$ cat src/rtl/mem_arb_pkg.sv
// Shared types and constants for the instruction/data memory port arbiter.
package mem_arb_pkg;

    typedef enum logic [1:0] {
        IDLE   = 2'd0,
        ACCESS = 2'd1,
        DONE   = 2'd2
    } state_t;

    typedef enum logic {
        GNT_IF = 1'b0,
        GNT_D  = 1'b1
    } grant_t;

    localparam int LAT_CNT_W = 4;

endpackage : mem_arb_pkg

$ cat src/rtl/arb_starve_ctr.sv
// Grant decision between fetch and data ports, with a starvation count that
// forces a fetch grant after STARVE_MAX consecutive contested data grants.
module arb_starve_ctr
    import mem_arb_pkg::*;
#(
    parameter int STARVE_MAX = 4
) (
    input  logic                 if_req_i,
    input  logic                 d_req_i,
    input  logic [LAT_CNT_W-1:0] starve_cnt_i,
    output grant_t               grant_o,
    output logic [LAT_CNT_W-1:0] starve_cnt_o
);

    localparam logic [LAT_CNT_W-1:0] STARVE_LIMIT = LAT_CNT_W'(STARVE_MAX);

    always_comb begin
        grant_o      = GNT_D;
        starve_cnt_o = starve_cnt_i;
        if (if_req_i && d_req_i) begin
            if (starve_cnt_i < STARVE_LIMIT) begin
                grant_o      = GNT_D;
                starve_cnt_o = starve_cnt_i + 1'b1;
            end else begin
                grant_o      = GNT_IF;
                starve_cnt_o = '0;
            end
        end else if (d_req_i) begin
            grant_o      = GNT_D;
            starve_cnt_o = '0;
        end else if (if_req_i) begin
            grant_o      = GNT_IF;
            starve_cnt_o = '0;
        end
    end

endmodule : arb_starve_ctr

$ cat src/rtl/mem_port_arbiter.sv
// Shares one single-ported memory between the fetch and data ports: one access
// at a time, held for MEM_LATENCY cycles, then a one-cycle ack to the winner.
module mem_port_arbiter
    import mem_arb_pkg::*;
#(
    parameter int ADDR_W      = 32,
    parameter int DATA_W      = 32,
    parameter int MEM_LATENCY = 1,
    parameter int STARVE_MAX  = 4
) (
    input  logic              clk,
    input  logic              rst_n,
    input  logic              if_req,
    input  logic [ADDR_W-1:0] if_addr,
    output logic              if_ack,
    output logic [DATA_W-1:0] if_rdata,
    input  logic              d_req,
    input  logic              d_we,
    input  logic [ADDR_W-1:0] d_addr,
    input  logic [DATA_W-1:0] d_wdata,
    output logic              d_ack,
    output logic [DATA_W-1:0] d_rdata,
    output logic [ADDR_W-1:0] mem_addr,
    output logic [DATA_W-1:0] mem_wdata,
    output logic              mem_read,
    output logic              mem_write,
    input  logic [DATA_W-1:0] mem_rdata,
    output logic              busy
);

    if (MEM_LATENCY < 1 || MEM_LATENCY > 15) begin : g_bad_latency
        $error("mem_port_arbiter: MEM_LATENCY must be in 1..15");
    end
    if (STARVE_MAX < 1 || STARVE_MAX > 15) begin : g_bad_starve
        $error("mem_port_arbiter: STARVE_MAX must be in 1..15");
    end

    localparam logic [LAT_CNT_W-1:0] LAT_LOAD = LAT_CNT_W'(MEM_LATENCY - 1);

    state_t               state_q,      state_d;
    grant_t               grant_q,      grant_d;
    logic [LAT_CNT_W-1:0] lat_cnt_q,    lat_cnt_d;
    logic [LAT_CNT_W-1:0] starve_cnt_q, starve_cnt_d;
    logic                 we_q,         we_d;
    logic [ADDR_W-1:0]    addr_q,       addr_d;
    logic [DATA_W-1:0]    wdata_q,      wdata_d;
    logic [DATA_W-1:0]    if_rdata_q,   if_rdata_d;
    logic [DATA_W-1:0]    d_rdata_q,    d_rdata_d;

    grant_t               arb_grant;
    logic [LAT_CNT_W-1:0] arb_starve_cnt;

    arb_starve_ctr #(
        .STARVE_MAX (STARVE_MAX)
    ) u_starve (
        .if_req_i     (if_req),
        .d_req_i      (d_req),
        .starve_cnt_i (starve_cnt_q),
        .grant_o      (arb_grant),
        .starve_cnt_o (arb_starve_cnt)
    );

    always_ff @(posedge clk or negedge rst_n) begin
        if (!rst_n) begin
            state_q      <= IDLE;
            grant_q      <= GNT_IF;
            lat_cnt_q    <= '0;
            starve_cnt_q <= '0;
            we_q         <= 1'b0;
            addr_q       <= '0;
            wdata_q      <= '0;
            if_rdata_q   <= '0;
            d_rdata_q    <= '0;
        end else begin
            state_q      <= state_d;
            grant_q      <= grant_d;
            lat_cnt_q    <= lat_cnt_d;
            starve_cnt_q <= starve_cnt_d;
            we_q         <= we_d;
            addr_q       <= addr_d;
            wdata_q      <= wdata_d;
            if_rdata_q   <= if_rdata_d;
            d_rdata_q    <= d_rdata_d;
        end
    end

    always_comb begin
        state_d      = state_q;
        grant_d      = grant_q;
        lat_cnt_d    = lat_cnt_q;
        starve_cnt_d = starve_cnt_q;
        we_d         = we_q;
        addr_d       = addr_q;
        wdata_d      = wdata_q;
        if_rdata_d   = if_rdata_q;
        d_rdata_d    = d_rdata_q;

        case (state_q)
            IDLE: begin
                if (if_req || d_req) begin
                    grant_d      = arb_grant;
                    starve_cnt_d = arb_starve_cnt;
                    lat_cnt_d    = LAT_LOAD;
                    state_d      = ACCESS;
                    if (arb_grant == GNT_D) begin
                        addr_d  = d_addr;
                        wdata_d = d_wdata;
                        we_d    = d_we;
                    end else begin
                        addr_d  = if_addr;
                        we_d    = 1'b0;
                    end
                end
            end
            ACCESS: begin
                if (lat_cnt_q == '0) begin
                    state_d = DONE;
                    // Stores leave both read-data registers untouched.
                    if (!we_q) begin
                        if (grant_q == GNT_D) begin
                            d_rdata_d = mem_rdata;
                        end else begin
                            if_rdata_d = mem_rdata;
                        end
                    end
                end else begin
                    lat_cnt_d = lat_cnt_q - 1'b1;
                end
            end
            DONE: begin
                state_d = IDLE;
            end
            default: begin
                state_d = IDLE;
            end
        endcase
    end

    // Strobes and acks decode straight from registered state, so an async
    // reset drops them in the same instant.
    assign mem_read  = (state_q == ACCESS) && !we_q;
    assign mem_write = (state_q == ACCESS) &&  we_q;
    assign if_ack    = (state_q == DONE) && (grant_q == GNT_IF);
    assign d_ack     = (state_q == DONE) && (grant_q == GNT_D);
    assign busy      = (state_q != IDLE);
    assign mem_addr  = addr_q;
    assign mem_wdata = wdata_q;
    assign if_rdata  = if_rdata_q;
    assign d_rdata   = d_rdata_q;

endmodule : mem_port_arbiter

$ cat config.mk
export PLATFORM = sky130hd
export DESIGN_NAME = mem_port_arbiter
export DESIGN_NICKNAME = d
export VERILOG_FILES = /design/src/rtl/mem_arb_pkg.sv /design/src/rtl/arb_starve_ctr.sv /design/src/rtl/mem_port_arbiter.sv
export SDC_FILE = /design/constraint.sdc
export NUM_CORES = 1
export LEC_CHECK = 0
export ABC_AREA = 1
export CAP_MARGIN = 10
export CORE_MARGIN = 5
export CORE_UTILIZATION = 42
export DETAILED_ROUTE_END_ITERATION = 10
export PLACE_DENSITY = 0.78
export SLEW_MARGIN = 20
export SYNTH_ARGS = -nofsm -noshare
export SYNTH_HDL_FRONTEND = slang
export SYNTH_SLANG_ARGS = --single-unit
export TNS_END_PERCENT = 20
$ cat constraint.sdc
create_clock -name clk -period 1.62 [get_ports clk]
set_input_delay 0.324 -clock clk [delete_from_list [all_inputs] [get_ports clk]]
set_output_delay 0.324 -clock clk [all_outputs]
set_load 0.01 [all_outputs]
==> reports/qor.yml <==
nFillCells: 1253
synth_area_leaders: "dfrtp_1 58%, nand2_1 19%, nand3_1 8.2%"
ys_types: 23
clockBufferDepth: 2
cts_tree: "built"
finalCritPeriodShare: 0.9965
slew_headroom: 0.7272
clockPowerShare: 0.243
grt_start_max_net_pins: 42
grt_pass1_vias: 5904
power.leakage_nw: 5.020
switchingPower_w: 0.006969
synth_cells: 731
post_route_cells_drive_above_1_share: 0.08841
placed_cell_area_sq_um: 9090
port_buffers: 265
share_seq_of_total_power: 0.326
row_count: 44
wl_per_cell_microns: 15.65
path_clk_slew_ns: 0.06
seq_area_sq_um: 3505
synth_seq_cells: 140
muxShareOfSynthArea: 0
ys_seq_area_frac: 0.5768
hp-class: "input pin to asynchronous set/reset pin"
drc: 0
synth-compound-area-share: 0.05892
crit_chain: "inv_2 > nand2_4 > inv_2 > nand2_2 > inv_2 > buf_6"
num_antenna_cells: 0
fin_cells: 1202
synthFlopType: "dfrtp_1"
initial_core_util: 0.4227
p_int_w: 0.01195
rsz0062_at_grt: "yes"
start_kind: "flop"
grt_util_all_layers: 0.2290
final_nets: 1141
hold_violations: 0
clock_latency_ns: 0.43
core_sq_um: 14370
grt_first_pass_wirelength_microns: 30110
fin_area_sq_um: 9662
via_count: 5882
yosys.cell_count.top_type: "nand2_1"
grt_overflow_total: 0
ir_worst_vdd_mv: 0.8562
fin_tns_setup_ns: 0
dieHeight_microns: 130.3
io-pin-count: 266
yosysTopAreaCellShare: 0.5768
slowest_stage: "dfrtp_1"
postSynth.asyncResetShare: 1.000
yosys-top-cells-count: "306 x nand2_1, 140 x dfrtp_1, 100 x nand3_1, 39 x inv_1, 36 x o21ai_1"
gp_congestion: 0.8009
slew_viol_final: 0
syn_nets: 867
cpMostUsedCell: "inv_2"
synthXorXnorAreaFrac: 0.001442
final_antenna_net_count: 0
syn_area_sq_um: 6073
cap_violations: 0
routed_wl_microns: 18810
place_inst: 1167
synth_simple_gate_area_share: 0.2903
cp-end-kind: "primary output"
worstPathMaxFanout: 4
layout_min_cycle_time_ns: 1.614
power.share.combinational: 0.432
drtIter0Drc: 271
cts_buffers: 17
synth_fa_ha_area_frac: 0.006180
synth_warnings: 0
setup_viol: 0
antenna_found_initial: 0
cp_slowest_stage_delay_ns: 0.42
multi_input_area_sq_um: 2191
h-tree-depth: 4
worst_slew_pin_slew_ns: 0.4092
synth_top_family_by_area: "simple AND/OR/NAND/NOR gates"
fp.dieW_microns: 130.3
fmaxAchievable_mhz: 619.5
synthToLayoutAreaGrowth_pct: 59.09
numClockSinks: 140
status: "completed"
clock_skew_ns: 0.01072
arrival_ns: 1.29
die_area_sq_um: 16970
powerDensity_nw_per_um2: 1958
synth_area_per_cell_sq_um: 8.308
synth-edff-count: 0
required_ns: 1.30
vias_per_cell: 4.894
cts-root-buf: "clkbuf_16"
hpwl_microns: 13440
netlist.top_cell.by_area: "dfrtp_1"
finish.utilization: 0.6724
drt-pass1-iter-count: 4
critical_path_class: "flop to primary output"
p_sw_frac: 0.3684
layer usage:
metal  vias to the layer above  share of wire  global-route usage
li1                       2860              -                   -
met1                      2783           0.40              0.2848
met2                       223           0.49              0.3724
met3                        16          0.093             0.08228
met4                         0          0.014             0.07641
met5                         -              0                   0
state kept, by name, summed over array words and instances (netlist names):
register,count
d_rdata,32
grant_q,1
if_rdata,32
lat_cnt_q,4
mem_addr,32
mem_wdata,32
starve_cnt_q,4
state_q,2
we_q,1
worst max-delay path, delay by kind of cell (launching register included):
| kind | cells | cell delay, ns |
|---|---|---|
| and+or+nand+nor | 2 | 0.13 |
| buffers and inverters | 4 | 0.32 |
| DFF | 1 | 0.42 |
cell type report:
class | count | share of cell area
sequential | 140 | 0.3627
timing repair buffer | 301 | 0.2975
clock buffer | 22 | 0.05115
clock inverter | 10 | 0.02137
multi-input combinational | 502 | 0.2268
tap | 184 | 0.02383
inverter | 43 | 0.01671
power groups by stage:
stage | Sequential (W) | Clock [W] | Combinational [W]
CTS | 0.00614 | 0.00465 | 0.00822
global route | 0.00637 | 0.00483 | 0.00912
global placement | 0.00616 | 0 | 0.00913
finish | 0.00616 | 0.00459 | 0.00817
detailed placement | 0.00620 | 0 | 0.00932
floorplan | 0.00689 | 0 | 0.00334
cells in the final DEF, fill, tap and decap left out, types with 3 or more instances in the layout:
| cell | instances |
|---|---|
| dlygate4sd2_1 | 128 |
| inv_2 | 5 |
| bufinv_16 | 6 |
| ha_1 | 3 |
| nand2_1 | 305 |
| a21oi_1 | 32 |
| clkbuf_16 | 17 |
| inv_1 | 38 |
| buf_2 | 4 |
| buf_4 | 25 |
| clkbuf_8 | 5 |
| nand3_1 | 100 |
| o21ai_1 | 35 |
| nand2_2 | 3 |
| dfrtp_1 | 139 |
| nor2_1 | 11 |
| buf_12 | 10 |
| clkdlybuf4s50_1 | 130 |
final timing paths:
kind	to	slack, ns	depth (start not counted)	from
worst min register to register	d_rdata[24]$_DFFE_PN0P_	0.47	2	d_rdata[24]$_DFFE_PN0P_
worst max-delay path	mem_read	0.006	6	state_q[1]$_DFFE_PN0P_
worst min-delay path	if_rdata[9]$_DFFE_PN0P_	0.37	2	rst_n
max in group asynchronous	mem_wdata[19]$_DFFE_PN0P_	0.68	3	rst_n
min in group clk	mem_wdata[11]$_DFFE_PN0P_	0.45	3	d_wdata[11]
worst max register to register	d_rdata[11]$_DFFE_PN0P_	0.09	8	state_q[1]$_DFFE_PN0P_
what timing repair did:
item	in CTS	in global routing
pin swaps	1	0
hold buffers	1	0
cloned	0	0
hold endpoints to repair	35	0
buffers inserted	0	2
gates resized for setup	151	5
setup endpoints to repair	133	3
per-stage QoR:
step	hold slack (ns)	total power [W]	worst slack, ns
after floorplan	0.02841	0.01022	0.2484
after global placement	0.2592	0.01530	0.04880
after detailed placement	0.2599	0.01552	-0.03633
after CTS	0.3745	0.01901	-0.002497
after global routing	0.4038	0.02031	-0.04351
final	0.3699	0.01891	0.005705
kinds of logic (layout without fill, tap and decap cells):
family | after synthesis | in the layout
AND/OR/NAND/NOR | 427 | 427
flip-flops | 140 | 140
buffers and inverters | 89 | 376
AO/OA/AOI/OAI | 71 | 71
adder cells (fa/ha/maj) | 3 | 3
XOR/XNOR | 1 | 1
Power figures use the tool's default switching activity.
